==> src/rtl/aclock_ctrl.sv <==
// Front-panel sequencer for the alarm clock core: digit editing, timed load/stop
// strobes to the core, and snooze by temporarily reprogramming the core's alarm.
module aclock_ctrl #(
  parameter int unsigned LD_HOLD    = 12,
  parameter int unsigned SNOOZE_MIN = 5
) (
  input  logic       clk,
  input  logic       reset,
  input  logic       btn_mode,
  input  logic       btn_inc,
  input  logic       btn_set,
  input  logic       btn_snooze,
  input  logic       al_toggle,
  input  logic       Alarm,
  input  logic [1:0] H_out1,
  input  logic [3:0] H_out0,
  input  logic [3:0] M_out1,
  input  logic [3:0] M_out0,
  output logic [1:0] H_in1,
  output logic [3:0] H_in0,
  output logic [3:0] M_in1,
  output logic [3:0] M_in0,
  output logic       LD_time,
  output logic       LD_alarm,
  output logic       STOP_al,
  output logic       AL_ON,
  output logic [1:0] edit_mode,
  output logic [1:0] edit_digit,
  output logic       busy
);

  localparam int unsigned   HW        = $clog2(LD_HOLD);
  localparam logic [HW-1:0] HOLD_LAST = HW'(LD_HOLD - 1);
  localparam logic [3:0]    SNZ_M0    = 4'(SNOOZE_MIN % 10);
  localparam logic [3:0]    SNZ_M1    = 4'(SNOOZE_MIN / 10);

  typedef enum logic [2:0] {
    S_IDLE, S_EDIT_T, S_EDIT_A, S_LOAD_T, S_LOAD_A, S_STOP
  } state_e;

  state_e        state_q;
  logic [1:0]    e_h1_q, s_h1_q;
  logic [3:0]    e_h0_q, e_m1_q, e_m0_q;
  logic [3:0]    s_h0_q, s_m1_q, s_m0_q;
  logic          snoozed_q, stop_snz_q;
  logic [HW-1:0] hcnt_q;
  logic [1:0]    digit_q;
  logic          ld_time_q, ld_alarm_q, stop_al_q, al_on_q;

  logic [1:0] inc_h1_d;
  logic [3:0] inc_h0_d, inc_m1_d, inc_m0_d;
  logic [1:0] snz_h1_d;
  logic [3:0] snz_h0_d, snz_m1_d, snz_m0_d;
  logic [4:0] snz_m0_sum;
  logic [3:0] snz_m1_sum, snz_h0_sum;
  logic       snz_c0, snz_c1;

  // NOTE: every variable written in an always_comb gets a default first, so no
  // path can leave it unassigned and infer a latch.
  always_comb begin
    inc_h1_d = e_h1_q;
    inc_h0_d = e_h0_q;
    inc_m1_d = e_m1_q;
    inc_m0_d = e_m0_q;
    unique case (digit_q)
      2'd0: begin
        inc_h1_d = (e_h1_q >= 2'd2) ? 2'd0 : e_h1_q + 2'd1;
        if (e_h1_q == 2'd1 && e_h0_q > 4'd3) inc_h0_d = 4'd3;
      end
      2'd1: inc_h0_d = (e_h0_q >= ((e_h1_q == 2'd2) ? 4'd3 : 4'd9)) ? 4'd0 : e_h0_q + 4'd1;
      2'd2: inc_m1_d = (e_m1_q >= 4'd5) ? 4'd0 : e_m1_q + 4'd1;
      2'd3: inc_m0_d = (e_m0_q >= 4'd9) ? 4'd0 : e_m0_q + 4'd1;
    endcase
  end

  // Snooze target computed digit-wise in BCD with decimal carries.
  always_comb begin
    snz_m0_sum = {1'b0, M_out0} + {1'b0, SNZ_M0};
    snz_c0     = (snz_m0_sum >= 5'd10);
    snz_m0_d   = snz_c0 ? snz_m0_sum[3:0] + 4'd6 : snz_m0_sum[3:0];
    snz_m1_sum = M_out1 + SNZ_M1 + {3'd0, snz_c0};
    snz_c1     = (snz_m1_sum >= 4'd6);
    snz_m1_d   = snz_c1 ? snz_m1_sum - 4'd6 : snz_m1_sum;
    snz_h0_sum = H_out0 + {3'd0, snz_c1};
    snz_h1_d   = H_out1;
    snz_h0_d   = snz_h0_sum;
    if (snz_h0_sum >= 4'd10) begin
      snz_h0_d = 4'd0;
      snz_h1_d = H_out1 + 2'd1;
    end
    if (snz_h1_d == 2'd2 && snz_h0_d == 4'd4) begin
      snz_h1_d = 2'd0;
      snz_h0_d = 4'd0;
    end
  end

  // NOTE: sequential state uses non-blocking assignments so every register
  // samples pre-edge values regardless of statement order.
  always_ff @(posedge clk or negedge reset) begin
    if (!reset) begin
      state_q    <= S_IDLE;
      e_h1_q     <= '0;
      e_h0_q     <= '0;
      e_m1_q     <= '0;
      e_m0_q     <= '0;
      s_h1_q     <= '0;
      s_h0_q     <= '0;
      s_m1_q     <= '0;
      s_m0_q     <= '0;
      snoozed_q  <= 1'b0;
      stop_snz_q <= 1'b0;
      hcnt_q     <= '0;
      digit_q    <= '0;
      ld_time_q  <= 1'b0;
      ld_alarm_q <= 1'b0;
      stop_al_q  <= 1'b0;
      al_on_q    <= 1'b0;
    end else begin
      if (al_toggle) al_on_q <= ~al_on_q;
      unique case (state_q)
        S_IDLE: begin
          if (btn_snooze && Alarm) begin
            e_h1_q     <= snz_h1_d;
            e_h0_q     <= snz_h0_d;
            e_m1_q     <= snz_m1_d;
            e_m0_q     <= snz_m0_d;
            snoozed_q  <= 1'b1;
            stop_snz_q <= 1'b1;
            hcnt_q     <= '0;
            stop_al_q  <= 1'b1;
            state_q    <= S_STOP;
          end else if (btn_set && Alarm) begin
            stop_snz_q <= 1'b0;
            hcnt_q     <= '0;
            stop_al_q  <= 1'b1;
            state_q    <= S_STOP;
          end else if (btn_mode) begin
            e_h1_q  <= H_out1;
            e_h0_q  <= H_out0;
            e_m1_q  <= M_out1;
            e_m0_q  <= M_out0;
            digit_q <= 2'd0;
            state_q <= S_EDIT_T;
          end
        end
        S_EDIT_T, S_EDIT_A: begin
          if (btn_mode) begin
            digit_q <= 2'd0;
            if (state_q == S_EDIT_T) begin
              e_h1_q  <= s_h1_q;
              e_h0_q  <= s_h0_q;
              e_m1_q  <= s_m1_q;
              e_m0_q  <= s_m0_q;
              state_q <= S_EDIT_A;
            end else begin
              state_q <= S_IDLE;
            end
          end else if (btn_set) begin
            digit_q <= digit_q + 2'd1;
            if (digit_q == 2'd3) begin
              hcnt_q <= '0;
              if (state_q == S_EDIT_T) begin
                ld_time_q <= 1'b1;
                state_q   <= S_LOAD_T;
              end else begin
                s_h1_q     <= e_h1_q;
                s_h0_q     <= e_h0_q;
                s_m1_q     <= e_m1_q;
                s_m0_q     <= e_m0_q;
                snoozed_q  <= 1'b0;
                ld_alarm_q <= 1'b1;
                state_q    <= S_LOAD_A;
              end
            end
          end else if (btn_inc) begin
            e_h1_q <= inc_h1_d;
            e_h0_q <= inc_h0_d;
            e_m1_q <= inc_m1_d;
            e_m0_q <= inc_m0_d;
          end
        end
        S_LOAD_T, S_LOAD_A: begin
          if (hcnt_q == HOLD_LAST) begin
            ld_time_q  <= 1'b0;
            ld_alarm_q <= 1'b0;
            state_q    <= S_IDLE;
          end else begin
            hcnt_q <= hcnt_q + HW'(1);
          end
        end
        S_STOP: begin
          if (hcnt_q == HOLD_LAST) begin
            stop_al_q <= 1'b0;
            hcnt_q    <= '0;
            if (stop_snz_q) begin
              ld_alarm_q <= 1'b1;
              state_q    <= S_LOAD_A;
            end else if (snoozed_q) begin
              // Undo the snooze: put the user's alarm back into the core.
              e_h1_q     <= s_h1_q;
              e_h0_q     <= s_h0_q;
              e_m1_q     <= s_m1_q;
              e_m0_q     <= s_m0_q;
              snoozed_q  <= 1'b0;
              ld_alarm_q <= 1'b1;
              state_q    <= S_LOAD_A;
            end else begin
              state_q <= S_IDLE;
            end
          end else begin
            hcnt_q <= hcnt_q + HW'(1);
          end
        end
        default: state_q <= S_IDLE;
      endcase
    end
  end

  always_comb begin
    edit_mode = 2'd0;
    busy      = 1'b0;
    unique case (state_q)
      S_EDIT_T:                   edit_mode = 2'd1;
      S_EDIT_A:                   edit_mode = 2'd2;
      S_LOAD_T, S_LOAD_A, S_STOP: busy      = 1'b1;
      default:                    ;
    endcase
  end

  assign H_in1      = e_h1_q;
  assign H_in0      = e_h0_q;
  assign M_in1      = e_m1_q;
  assign M_in0      = e_m0_q;
  assign LD_time    = ld_time_q;
  assign LD_alarm   = ld_alarm_q;
  assign STOP_al    = stop_al_q;
  assign AL_ON      = al_on_q;
  assign edit_digit = digit_q;

endmodule

==> config.mk <==
export PLATFORM = sky130hd
export DESIGN_NAME = aclock_ctrl
export DESIGN_NICKNAME = d
export VERILOG_FILES = /design/src/rtl/aclock_ctrl.sv
export SDC_FILE = /design/constraint.sdc
export NUM_CORES = 1
export LEC_CHECK = 0
export CAP_MARGIN = 30
export CORE_ASPECT_RATIO = 0.6
export CORE_MARGIN = 3
export CORE_UTILIZATION = 51
export DETAILED_ROUTE_END_ITERATION = 7
export HOLD_SLACK_MARGIN = 0.12
export PLACE_DENSITY = 0.75
export SYNTH_ARGS = -nofsm -noshare
export SYNTH_HDL_FRONTEND = slang
export SYNTH_SLANG_ARGS = --single-unit
==> constraint.sdc <==
create_clock -name clk -period 1.8 [get_ports clk]
set_input_delay 0.36 -clock clk [delete_from_list [all_inputs] [get_ports clk]]
set_output_delay 0.36 -clock clk [all_outputs]
set_load 0.02 [all_outputs]
==> results of run 1 <==
==> logic make-up after synthesis <==
group	synth area share
AOI/OAI and AO/OA	0.288
and+or+nand+nor	0.180
DFF	0.307
buffers and inverters	0.0485
adders and majority gates	0.0785
muxes	0.0664
xor gates and xnor gates	0.0325
==> stage by stage <==
stage / TNS (ns) / util
floorplan: -11.52 / -
global placement: -28.46 / 0.795
detailed placement: -31.08 / 0.795
CTS: -13.85 / 0.952
==> cells in the mapped netlist, types with 5 or more instances <==
master                      n
sky130_fd_sc_hd__dfrtp_1   43
sky130_fd_sc_hd__nor2b_1    6
sky130_fd_sc_hd__xor2_1     8
sky130_fd_sc_hd__clkbuf_1  11
sky130_fd_sc_hd__nand3b_1   5
sky130_fd_sc_hd__ha_1      22
sky130_fd_sc_hd__nor2_1    20
sky130_fd_sc_hd__nand2b_1   9
sky130_fd_sc_hd__a21oi_1   31
sky130_fd_sc_hd__nand2_1   29
sky130_fd_sc_hd__a31oi_1    8
sky130_fd_sc_hd__inv_1     24
sky130_fd_sc_hd__o21ai_0   18
sky130_fd_sc_hd__mux2_1    14
sky130_fd_sc_hd__xnor2_1    5
sky130_fd_sc_hd__o21ai_1    5
sky130_fd_sc_hd__o31ai_1    9
sky130_fd_sc_hd__nand3_1   11
sky130_fd_sc_hd__a211oi_1  16
==> repair_timing <==
action | 4_1_cts
endpoints found under the setup margin | 45
hold buffers | 1
endpoints found under the hold margin | 43
gates resized for setup | 159
pin swaps | 41
cloned | 1
buffers inserted | 33
==> flow_summary.json, run 1 <==
{
  "syn_area_sq_mm": 0.00351,
  "dpl_cell_area_sq_mm": 0.00508,
  "synth.top_cells.by_area": "sky130_fd_sc_hd__dfrtp_1 (31%), sky130_fd_sc_hd__ha_1 (7.8%), sky130_fd_sc_hd__mux2_1 (4.5%)",
  "postSynthNetCount": 435,
  "edff_count_synth": 0,
  "number_of_sinks_driven_by_the_clock_tree": 43,
  "last-stage-reached": "5_1_grt",
  "ys_types": 74,
  "worst_endpoint_from_the_post_global_route_timing_repair": "H_in1[0]$_DFFE_PN0P_/D",
  "clock_tree.buffer_depth": 2,
  "start_util": 0.549,
  "stop_error": "[ERROR DPL-0038] Utilization greater than 100%, impossible to legalize",
  "synth.ff_latch_count": 43,
  "syn_inst": 391,
  "cts.htree.levels": 2,
  "detailed_place_hpwl_mm": 8.99,
  "fp-row-count": 22,
  "gpl.final_weighted_congestion": 0.935,
  "post-synth-top-area-cell": "sky130_fd_sc_hd__dfrtp_1",
  "synth_flop_cell": "sky130_fd_sc_hd__dfrtp_1",
  "async_flop_share": 1.00,
  "ioPinCount": 45,
  "synthesis.yosys.warnings": 0,
  "io_buffer_count": 44,
  "sequential_area_share_after_synthesis": 0.307,
  "preCtsSetupSlack_ns": -2.37,
  "die-height_um": 70.2,
  "dpl.cell_count": 629,
  "synth_top_area_frac": 0.307,
  "dieWidth_um": 113,
  "cts-buffers-inserted": 5,
  "worst-ep-kind": "register input",
  "postSynthAreaPerCell_sq_um": 8.97,
  "maximum_number_of_pins_on_one_net_before_global_route_repair": 44,
  "outcome": "aborted with a tool error",
  "cts_root_buffer": "sky130_fd_sc_hd__clkbuf_16"
}
==> inputs of run 2 (changes only) <==
==> config.mk (replaced) <==
export PLATFORM = sky130hd
export DESIGN_NAME = aclock_ctrl
export DESIGN_NICKNAME = d
export VERILOG_FILES = /design/src/rtl/aclock_ctrl.sv
export SDC_FILE = /design/constraint.sdc
export NUM_CORES = 1
export LEC_CHECK = 0
export CAP_MARGIN = 30
export CORE_MARGIN = 3
export CORE_UTILIZATION = 40
export DETAILED_ROUTE_END_ITERATION = 7
export PLACE_DENSITY_LB_ADDON = 0.15
export SYNTH_ARGS = -nofsm -noshare
export SYNTH_HDL_FRONTEND = slang
export SYNTH_SLANG_ARGS = --single-unit
==> constraint.sdc (replaced) <==
create_clock -name clk -period 2.35 [get_ports clk]
set_input_delay 0.47 -clock clk [delete_from_list [all_inputs] [get_ports clk]]
set_output_delay 0.47 -clock clk [all_outputs]
set_load 0.02 [all_outputs]
==> flow_summary.json, run 2 <==
{
  "detailedRoute.firstIterationViolations": 190,
  "core_region_area_sq_mm": 0.00838,
  "detail_route.first_pass.iterations": 4,
  "setup-tns-final_ns": -6.08,
  "finalHoldViolCount": 0,
  "worstSetupStartpoint": "M_out0[0]",
  "synth.cells.most_frequent": "sky130_fd_sc_hd__dfrtp_1 (43), sky130_fd_sc_hd__a21oi_1 (31), sky130_fd_sc_hd__nand2_1 (29)",
  "syn_inst": 391,
  "max_clock_freq_mhz": 306,
  "die_area_sq_mm": 0.00993,
  "postSynthNetCount": 435,
  "start_util": 0.418,
  "timing.critical_path.from_type": "primary input",
  "routed_wirelength_mm": 10.5,
  "fp-row-count": 33,
  "final_common_cell": "sky130_fd_sc_hd__buf_4",
  "number_of_sinks_driven_by_the_clock_tree": 43,
  "critPathCaptureType": "register",
  "detailed_place_hpwl_mm": 7.66,
  "critical_path_peak_fanout": 3,
  "fin_worst_hold_slack_ns": 0.137,
  "drt.antenna.violating_nets": 0,
  "post-route-util": 0.614,
  "async_flop_share": 1.00,
  "dieWidth_um": 99.6,
  "vdd_ir_drop_max_uv": 396,
  "cpMaxStageDelayCell": "sky130_fd_sc_hd__or4_4",
  "gpl.final_weighted_congestion": 0.884,
  "die-height_um": 99.6,
  "cp_data_required_time_ns": 2.56,
  "power.static_leakage_nw": 2.21,
  "clk-insertion-delay-late_ns": 0.29,
  "min_period_over_period": 1.39,
  "postSynthAreaPerCell_sq_um": 8.97,
  "first_global_vias": 3367,
  "finalSetupViolCount": 9,
  "post-synth-top-area-cell": "sky130_fd_sc_hd__dfrtp_1",
  "cts.htree.levels": 2,
  "critical_path.n_buffers_inverters": 5,
  "cpLargestDelayFamily": "simple AND/OR/NAND/NOR gates",
  "failing_checks": "setup timing",
  "insertedDiodeCount": 0,
  "synth_flop_cell": "sky130_fd_sc_hd__dfrtp_1",
  "globalRouteTotalUtil": 0.204,
  "timing_worst_setup_path_type": "in2reg",
  "sequential_area_share_after_synthesis": 0.307,
  "via_per_inst": 5.70,
  "filler_cell_count": 717,
  "syn_area_sq_mm": 0.00351,
  "maximum_number_of_pins_on_one_net_before_global_route_repair": 44,
  "period_needed_ns": 3.26,
  "hold_class": "in2async",
  "path_clk_slew_ns": 0.09,
  "cts_root_buffer": "sky130_fd_sc_hd__clkbuf_8",
  "ys_types": 74,
  "design_area_sq_mm": 0.00515,
  "worstMarginPinSlew_ns": 0.517,
  "fin_total_pwr_mw": 5.84,
  "synth_top_area_frac": 0.307,
  "drc": 0,
  "grt_antenna_before_repair": 0,
  "most-common-layout-cells": "sky130_fd_sc_hd__buf_4 (77), sky130_fd_sc_hd__dfrtp_1 (40), sky130_fd_sc_hd__clkdlybuf4s50_1 (36)",
  "clock_tree.buffer_depth": 2,
  "headroom_to_the_max_slew_limit": 0.656,
  "ioPinCount": 45,
  "synthesis.yosys.warnings": 0,
  "final_critical_path_setup_slack_ns": -0.914,
  "final-max-slew-violation-count": 0,
  "overflow": 0,
  "grt_pass1_wl_mm": 16.5,
  "yosys.cell_count.top_type": "sky130_fd_sc_hd__dfrtp_1",
  "dpl_cell_area_sq_mm": 0.00468,
  "final_layout_size_suffix_gt1_frac": 0.322,
  "critical_path.reg2reg.startpoint": "hcnt_q[0]$_DFFE_PN0P_",
  "cts_tree": "built",
  "wire_per_inst_um": 17.0,
  "synth.top_cells.by_area": "sky130_fd_sc_hd__dfrtp_1 (31%), sky130_fd_sc_hd__ha_1 (7.8%), sky130_fd_sc_hd__mux2_1 (4.5%)",
  "crit_path_max_cell_delay_ns": 0.52,
  "synth.ff_latch_count": 43,
  "number_of_max_cap_violations": 0,
  "cp.arrival_ns": 3.47,
  "edff_count_synth": 0,
  "synthToLayoutAreaGrowth_pct": 46.8,
  "fin_worst_skew_ns": 0.00958,
  "cts-buffers-inserted": 5,
  "route.vias.total": 3508,
  "pwr_density_cell_mw_per_mm2": 1130,
  "cp_cell_sequence": "buf_8 -> ha_4 -> xor2_4 -> ha_4 -> a31oi_4 -> nor3_2 -> nor2_1 -> ha_2 -> ha_4 -> xor2_2 -> nand2_2 -> buf_4 -> buf_6 -> buf_4 -> buf_4 -> or4_4 -> and3_4 -> o31ai_4",
  "final_nets": 553,
  "rsz0062_at_grt": "yes",
  "outcome": "finished with violations",
  "io_buffer_count": 44
}
==> run 2: cell counts after synthesis <==
Identical to the previous run, type by type.
==> run 2: repair_timing <==
item / CTS / global route
hold buffers: 0 / 0
resized for setup: 40 / 27
setup endpoints to repair: 14 / 10
pin swaps: 17 / 22
setup buffers: 7 / 5
==> run 2: path summary, 6_finish.rpt <==
path | to | slack (ns) | cells past startpoint
max reg2reg | M_in1[0]$_DFFE_PN0P_ | 0.19 | 6
max | M_in1[3]$_DFFE_PN0P_ | -0.91 | 18
min in group clk | AL_ON$_DFFE_PN0P_ | 0.47 | 1
min reg2reg | AL_ON$_DFFE_PN0P_ | 0.47 | 1
max in group asynchronous | H_in0[1]$_DFFE_PN0P_ | 1.99 | 2
min | hcnt_q[3]$_DFFE_PN0P_ | 0.14 | 2
==> run 2: logic make-up after synthesis <==
logic type,after synthesis,share of synthesized area
and+or+nand+nor,114,0.180
xor gates and xnor gates,13,0.0325
adders and majority gates,22,0.0785
buffers and inverters,42,0.0485
muxes,21,0.0664
DFF,43,0.307
AOI/OAI and AO/OA,136,0.288
==> run 2: layout make-up <==
type / instances / area, sq um / area share
clock buffer: 6 / 82.6 / 0.0160
timing repair buffer: 128 / 1100 / 0.214
multi-input combinational: 306 / 2620 / 0.509
sequential: 43 / 1080 / 0.210
tap: 105 / 131 / 0.0255
clock inverter: 2 / 38.8 / 0.00753
inverter: 25 / 93.8 / 0.0182
==> run 2: stage by stage <==
stage               setup slack [ns]  instances
CTS                           -0.859        611
detailed placement             -1.83        596
finish                        -0.914        615
global placement               -1.76        596
global route                  -0.999        615
floorplan                      -1.21        391
==> run 2: per-layer routing <==
layer	global-route usage	wire length (um)	vias to the layer above
met4	0.0588	176	0
met1	0.283	4790	1712
li1	-	-	1705
met3	0.0252	438	10
met2	0.333	5070	81
met5	0	0	-
==> run 2: power by group <==
group	switching [mW]	internal (mW)	total (mW)
logic	2.08	1.82	3.90
registers	0.348	0.983	1.33
clock network	0.263	0.350	0.612
No activity file was read; power rests on OpenSTA's default activity.
==> inputs of run 3 (changes only) <==
--- a/config.mk
+++ b/config.mk
@@ -7,7 +7,7 @@
 export LEC_CHECK = 0
 export CAP_MARGIN = 30
 export CORE_MARGIN = 3
-export CORE_UTILIZATION = 40
+export CORE_UTILIZATION = 56
 export DETAILED_ROUTE_END_ITERATION = 7
 export PLACE_DENSITY_LB_ADDON = 0.15
 export SYNTH_ARGS = -nofsm -noshare
==> flow_summary.json, run 3 (synthesized netlist as in run 2, its figures left out) <==
{
  "grt_pass1_wl_mm": 18.0,
  "vdd_ir_drop_max_uv": 683,
  "rsz0062_at_grt": "yes",
  "finalSetupViolCount": 9,
  "first_global_vias": 3701,
  "cts.htree.levels": 2,
  "worstMarginPinSlew_ns": 0.542,
  "detail_route.first_pass.iterations": 4,
  "grt_antenna_before_repair": 0,
  "cts-buffers-inserted": 5,
  "die_area_sq_mm": 0.00725,
  "critical_path.reg2reg.startpoint": "state_q[0]$_DFFE_PN0P_",
  "globalRouteTotalUtil": 0.306,
  "wire_per_inst_um": 19.1,
  "detailedRoute.firstIterationViolations": 293,
  "core_region_area_sq_mm": 0.00599,
  "fin_worst_hold_slack_ns": 0.0385,
  "setup-tns-final_ns": -6.53,
  "crit_path_max_cell_delay_ns": 0.28,
  "crit_path_frequent_cell": "sky130_fd_sc_hd__ha_4",
  "routed_wirelength_mm": 11.1,
  "outcome": "finished with violations",
  "detailed_place_hpwl_mm": 7.77,
  "final_common_cell": "sky130_fd_sc_hd__buf_4",
  "critical_path_peak_fanout": 4,
  "clock_tree.buffer_depth": 2,
  "failing_checks": "setup timing",
  "overflow": 0,
  "maximum_number_of_pins_on_one_net_before_global_route_repair": 18,
  "final_layout_size_suffix_gt1_frac": 0.303,
  "period_needed_ns": 3.37,
  "dieWidth_um": 85.1,
  "regToRegEndpoint": "H_in1[1]$_DFFE_PN0P_",
  "final_critical_path_setup_slack_ns": -1.02,
  "cp_data_required_time_ns": 2.56,
  "max_clock_freq_mhz": 297,
  "cts_root_buffer": "sky130_fd_sc_hd__clkbuf_8",
  "drt.antenna.violating_nets": 0,
  "timing.critical_path.from_type": "primary input",
  "clk-insertion-delay-late_ns": 0.30,
  "headroom_to_the_max_slew_limit": 0.638,
  "path_clk_slew_ns": 0.09,
  "ioPinCount": 45,
  "cpMaxStageDelayCell": "sky130_fd_sc_hd__o31ai_2",
  "power.static_leakage_nw": 2.16,
  "final_nets": 548,
  "most-common-layout-cells": "sky130_fd_sc_hd__buf_4 (74), sky130_fd_sc_hd__dfrtp_1 (40), sky130_fd_sc_hd__clkdlybuf4s50_1 (36)",
  "timing.reg2reg.worst_path_depth": 6,
  "route.vias.total": 3728,
  "timing_worst_setup_path_type": "in2reg",
  "final-max-slew-violation-count": 0,
  "worst_setup_path_endpoint": "H_in0[0]$_DFFE_PN0P_",
  "cts_tree": "built",
  "fin_worst_skew_ns": 0.00981,
  "cp_cell_sequence": "buf_8 -> ha_4 -> xor2_4 -> ha_4 -> a31oi_2 -> nor3_2 -> nor2_2 -> ha_2 -> and3_4 -> xnor2_4 -> nand2_2 -> ha_4 -> ha_4 -> xor2_2 -> or2_4 -> buf_4 -> a21oi_2 -> a211oi_2 -> o31ai_2",
  "pwr_density_cell_mw_per_mm2": 1130,
  "synthToLayoutAreaGrowth_pct": 41.8,
  "critPathCaptureType": "register",
  "fin_total_pwr_mw": 5.64,
  "die-height_um": 85.1,
  "insertedDiodeCount": 0,
  "fp-row-count": 28,
  "number_of_sinks_driven_by_the_clock_tree": 43,
  "worstSetupStartpoint": "M_out0[0]",
  "io_buffer_count": 44,
  "min_period_over_period": 1.43,
  "cp.arrival_ns": 3.57,
  "hold_class": "in2async",
  "finalHoldViolCount": 0,
  "holdBufCountCts": 0,
  "start_util": 0.585,
  "drc": 0,
  "gpl.final_weighted_congestion": 0.948,
  "reg2reg_slack_ns": 0.13,
  "via_per_inst": 6.43,
  "number_of_max_cap_violations": 0
}
[run 3: how the worst min path moves through the flow]
| stage | from | endpoint | slack [ns] | depth (start not counted) |
|---|---|---|---|---|
| after floorplan | reset | AL_ON$_DFFE_PN0P_ | 0.17 | 0 |
| after global placement | reset | hcnt_q[1]$_DFFE_PN0P_ | 0.36 | 1 |
| after detailed placement | reset | hcnt_q[1]$_DFFE_PN0P_ | 0.37 | 1 |
| after CTS | reset | hcnt_q[1]$_DFFE_PN0P_ | 0.04 | 1 |
| after global routing | reset | s_m1_q[3]$_DFFE_PN0P_ | 0.06 | 1 |
| final | reset | hcnt_q[1]$_DFFE_PN0P_ | 0.04 | 1 |
[run 3: what timing repair did]
item | 4_1_cts | 5_1_grt
setup buffers | 6 | 3
endpoints found under the setup margin | 15 | 11
gates resized for setup | 39 | 14
cloned | 0 | 1
pin swaps | 22 | 7
endpoints found under the hold margin | 0 | 0
[run 3: cell type report]
| type | instances | area [sq um] |
|---|---|---|
| fillers | 350 | 1020 |
| flip-flops and latches | 43 | 1080 |
| well taps | 75 | 93.8 |
| multi-input cells | 307 | 2560 |
| repair buffers | 122 | 1050 |
| inverters | 25 | 93.8 |
| clock inverters | 2 | 16.3 |
| clock buffers | 6 | 82.6 |
[run 3: critical path, delay by kind of cell]
kind	cells	cell delay (ns)
adder cells (fa/ha/maj)	5	0.89
AND/OR/NAND/NOR	5	0.76
AO/OA/AOI/OAI	4	0.69
XOR/XNOR	3	0.46
buffers and inverters	2	0.26
[run 3: report_power, final]
group	internal, mW	switching, mW
Sequential	0.983	0.367
Clock	0.240	0.272
Combinational	1.72	2.06
Total	2.94	2.70
[run 3: per-stage QoR]
stage	instances	setup WS, ns	area, sq um	util
5_1_grt	580	-1.10	4970	0.830
3_3_place_gp	563	-1.74	4610	0.769
4_1_cts	576	-0.889	4860	0.811
2_1_floorplan	391	-1.21	3630	-
3_5_place_dp	563	-1.87	4610	0.769
6_report	580	-1.02	4970	0.830
[run 3: metal layers]
metal / part of all wire / vias up / global-route usage
met5: 0 / - / 0
met4: 0.035 / 0 / 0.124
met3: 0.071 / 40 / 0.0427
met2: 0.49 / 191 / 0.504
met1: 0.41 / 1789 / 0.404
li1: - / 1708 / -
==> inputs of run 4 (changes only) <==
--- a/config.mk
+++ b/config.mk
@@ -6,7 +6,6 @@
 export NUM_CORES = 1
 export LEC_CHECK = 0
 export CAP_MARGIN = 30
-export CORE_MARGIN = 3
 export CORE_UTILIZATION = 56
 export DETAILED_ROUTE_END_ITERATION = 7
 export PLACE_DENSITY_LB_ADDON = 0.15
==> flow_summary.json, run 4 (synthesized netlist as in run 2, its figures left out) <==
{
  "outcome": "finished with violations",
  "failing_checks": "setup timing",
  "final_common_cell": "sky130_fd_sc_hd__buf_4",
  "final_critical_path_setup_slack_ns": -1.05,
  "grt_antenna_before_repair": 0,
  "insertedDiodeCount": 0,
  "critical_path_peak_fanout": 4,
  "worstMarginPinSlew_ns": 0.554,
  "dpl.cell_count": 560,
  "path_clk_slew_ns": 0.09,
  "cts_root_buffer": "sky130_fd_sc_hd__clkbuf_8",
  "cp.arrival_ns": 3.59,
  "post-route-util": 0.826,
  "via_per_inst": 6.51,
  "io_buffer_count": 44,
  "pwr_density_cell_mw_per_mm2": 1160,
  "start_util": 0.585,
  "cts_tree": "built",
  "cts.htree.levels": 2,
  "cts-buffers-inserted": 5,
  "most-common-layout-cells": "sky130_fd_sc_hd__buf_4 (72), sky130_fd_sc_hd__dfrtp_1 (41), sky130_fd_sc_hd__clkdlybuf4s50_1 (37)",
  "vdd_ir_drop_max_uv": 789,
  "fin_worst_skew_ns": 0.0129,
  "min_period_over_period": 1.45,
  "final-max-slew-violation-count": 0,
  "detail_route.first_pass.iterations": 5,
  "drt.antenna.violating_nets": 0,
  "fp-row-count": 28,
  "filler_cell_count": 356,
  "grt_pass1_wl_mm": 16.8,
  "critPathCaptureType": "register",
  "cp_cell_sequence": "clkdlybuf4s15_1 -> xor2_1 -> ha_2 -> inv_2 -> o32ai_4 -> nor2_1 -> ha_2 -> ha_4 -> xor2_2 -> nand2_1 -> nand2_2 -> ha_4 -> ha_4 -> xor2_2 -> or2_4 -> buf_4 -> nand3_2 -> xor2_1 -> o31ai_1",
  "timing.critical_path.from_type": "primary input",
  "ioPinCount": 45,
  "cp_data_required_time_ns": 2.54,
  "internal-power_mw": 3.02,
  "final_layout_size_suffix_gt1_frac": 0.300,
  "routed_wirelength_mm": 11.1,
  "clockPowerShare": 0.099,
  "synthToLayoutAreaGrowth_pct": 41.2,
  "route.vias.total": 3744,
  "detailedRoute.firstIterationViolations": 318,
  "detailed_place_hpwl_mm": 7.72,
  "cpMaxStageDelayCell": "sky130_fd_sc_hd__ha_2",
  "drc": 0,
  "number_of_non_filler_instances_in_the_completed_layout": 575,
  "number_of_sinks_driven_by_the_clock_tree": 43,
  "multi_input_comb_area_sq_mm": 0.00256,
  "globalRouteTotalUtil": 0.336,
  "crit_path_max_cell_delay_ns": 0.26,
  "period_needed_ns": 3.40,
  "rsz0062_at_grt": "yes",
  "maximum_number_of_pins_on_one_net_before_global_route_repair": 25,
  "power.combinational.fraction": 0.665,
  "dieWidth_um": 81.1,
  "clk-insertion-delay-late_ns": 0.30,
  "core_region_area_sq_mm": 0.00599,
  "gpl.final_weighted_congestion": 0.929,
  "wire_per_inst_um": 19.3,
  "timing_worst_setup_path_type": "in2reg",
  "register_area_sq_mm": 0.00108,
  "overflow": 0,
  "max_clock_freq_mhz": 294,
  "p_switching_mw": 2.73,
  "clock_tree.buffer_depth": 2,
  "final_nets": 544,
  "sw_frac_of_total": 0.475,
  "die-height_um": 81.1,
  "power.static_leakage_nw": 2.14,
  "finalSetupViolCount": 9,
  "hold_class": "in2async",
  "crit_path_frequent_cell": "sky130_fd_sc_hd__ha_4",
  "number_of_max_cap_violations": 0,
  "finalHoldViolCount": 0,
  "seqPwrFrac": 0.236,
  "first_global_vias": 3517,
  "setup-tns-final_ns": -7.34,
  "headroom_to_the_max_slew_limit": 0.630,
  "die_area_sq_mm": 0.00658
}
[run 4: cell count changes in the layout (fill, tap and decap cells not counted), sizes merged]
cell,before,now
buf,81,78
bufinv,0,1
clkbuf,6,5
clkdlybuf4s50,36,37
clkinv,1,0
dlygate4sd2,2,1
xnor2,6,5
[run 4: stage by stage]
stage | area [sq um] | setup WS [ns] | hold slack (ns) | power [mW]
after detailed placement | 4580 | -1.88 | 0.466 | 4.91
after CTS | 4820 | -0.917 | 0.158 | 5.54
after floorplan | 3630 | -1.21 | 0.174 | 3.55
after global placement | 4580 | -1.73 | 0.452 | 4.81
after global routing | 4950 | -1.14 | 0.189 | 6.10
final | 4950 | -1.05 | 0.145 | 5.74
[run 4: power groups by stage]
stage | clock network, mW | logic [mW] | registers, mW
2_1_floorplan | 0 | 2.14 | 1.42
3_3_place_gp | 0 | 3.47 | 1.34
3_5_place_dp | 0 | 3.56 | 1.35
4_1_cts | 0.573 | 3.63 | 1.34
5_1_grt | 0.601 | 4.11 | 1.39
6_report | 0.571 | 3.82 | 1.35
[run 4: final timing paths]
path / startpoint / to / slack, ns / cells after the start
max: M_out0[2] / H_in1[0]$_DFFE_PN0P_ / -1.05 / 19
min in group clk: AL_ON$_DFFE_PN0P_ / AL_ON$_DFFE_PN0P_ / 0.47 / 1
min: reset / hcnt_q[2]$_DFFE_PN0P_ / 0.15 / 1
min reg2reg: AL_ON$_DFFE_PN0P_ / AL_ON$_DFFE_PN0P_ / 0.47 / 1
max in group asynchronous: reset / s_h1_q[0]$_DFFE_PN0P_ / 1.62 / 2
max reg2reg: state_q[0]$_DFFE_PN0P_ / H_in1[0]$_DFFE_PN0P_ / 0.01 / 6
[run 4: final cells by class]
cell class | instances | share of cell area
inverter | 25 | 0.0190
multi-input combinational | 306 | 0.517
sequential | 43 | 0.218
clock buffer | 5 | 0.0139
clock inverter | 2 | 0.00758
tap | 75 | 0.0190
timing repair buffer | 119 | 0.206
[run 4: worst max-delay path, delay by kind of cell]
family                     cells  cell delay, ns
xor gates and xnor gates       4            0.72
AOI/OAI and AO/OA              2            0.49
and+or+nand+nor                5            0.55
adders and majority gates      5            0.93
buffers and inverters          3            0.43
[run 4: what timing repair did]
| action | 4_1_cts | 5_1_grt |
|---|---|---|
| endpoints found under the setup margin | 13 | 10 |
| hold buffers | 0 | 0 |
| gates resized for setup | 30 | 22 |
| pin swaps | 14 | 17 |
| setup buffers | 6 | 6 |
[run 4: metal layers]
metal / part of all wire / vias up / routed length [um] / track usage
met2: 0.50 / 210 / 5520 / 0.571
met3: 0.073 / 44 / 809 / 0.0596
met5: 0 / - / 0 / 0
li1: - / 1696 / - / -
met4: 0.033 / 0 / 366 / 0.164
met1: 0.40 / 1794 / 4400 / 0.409
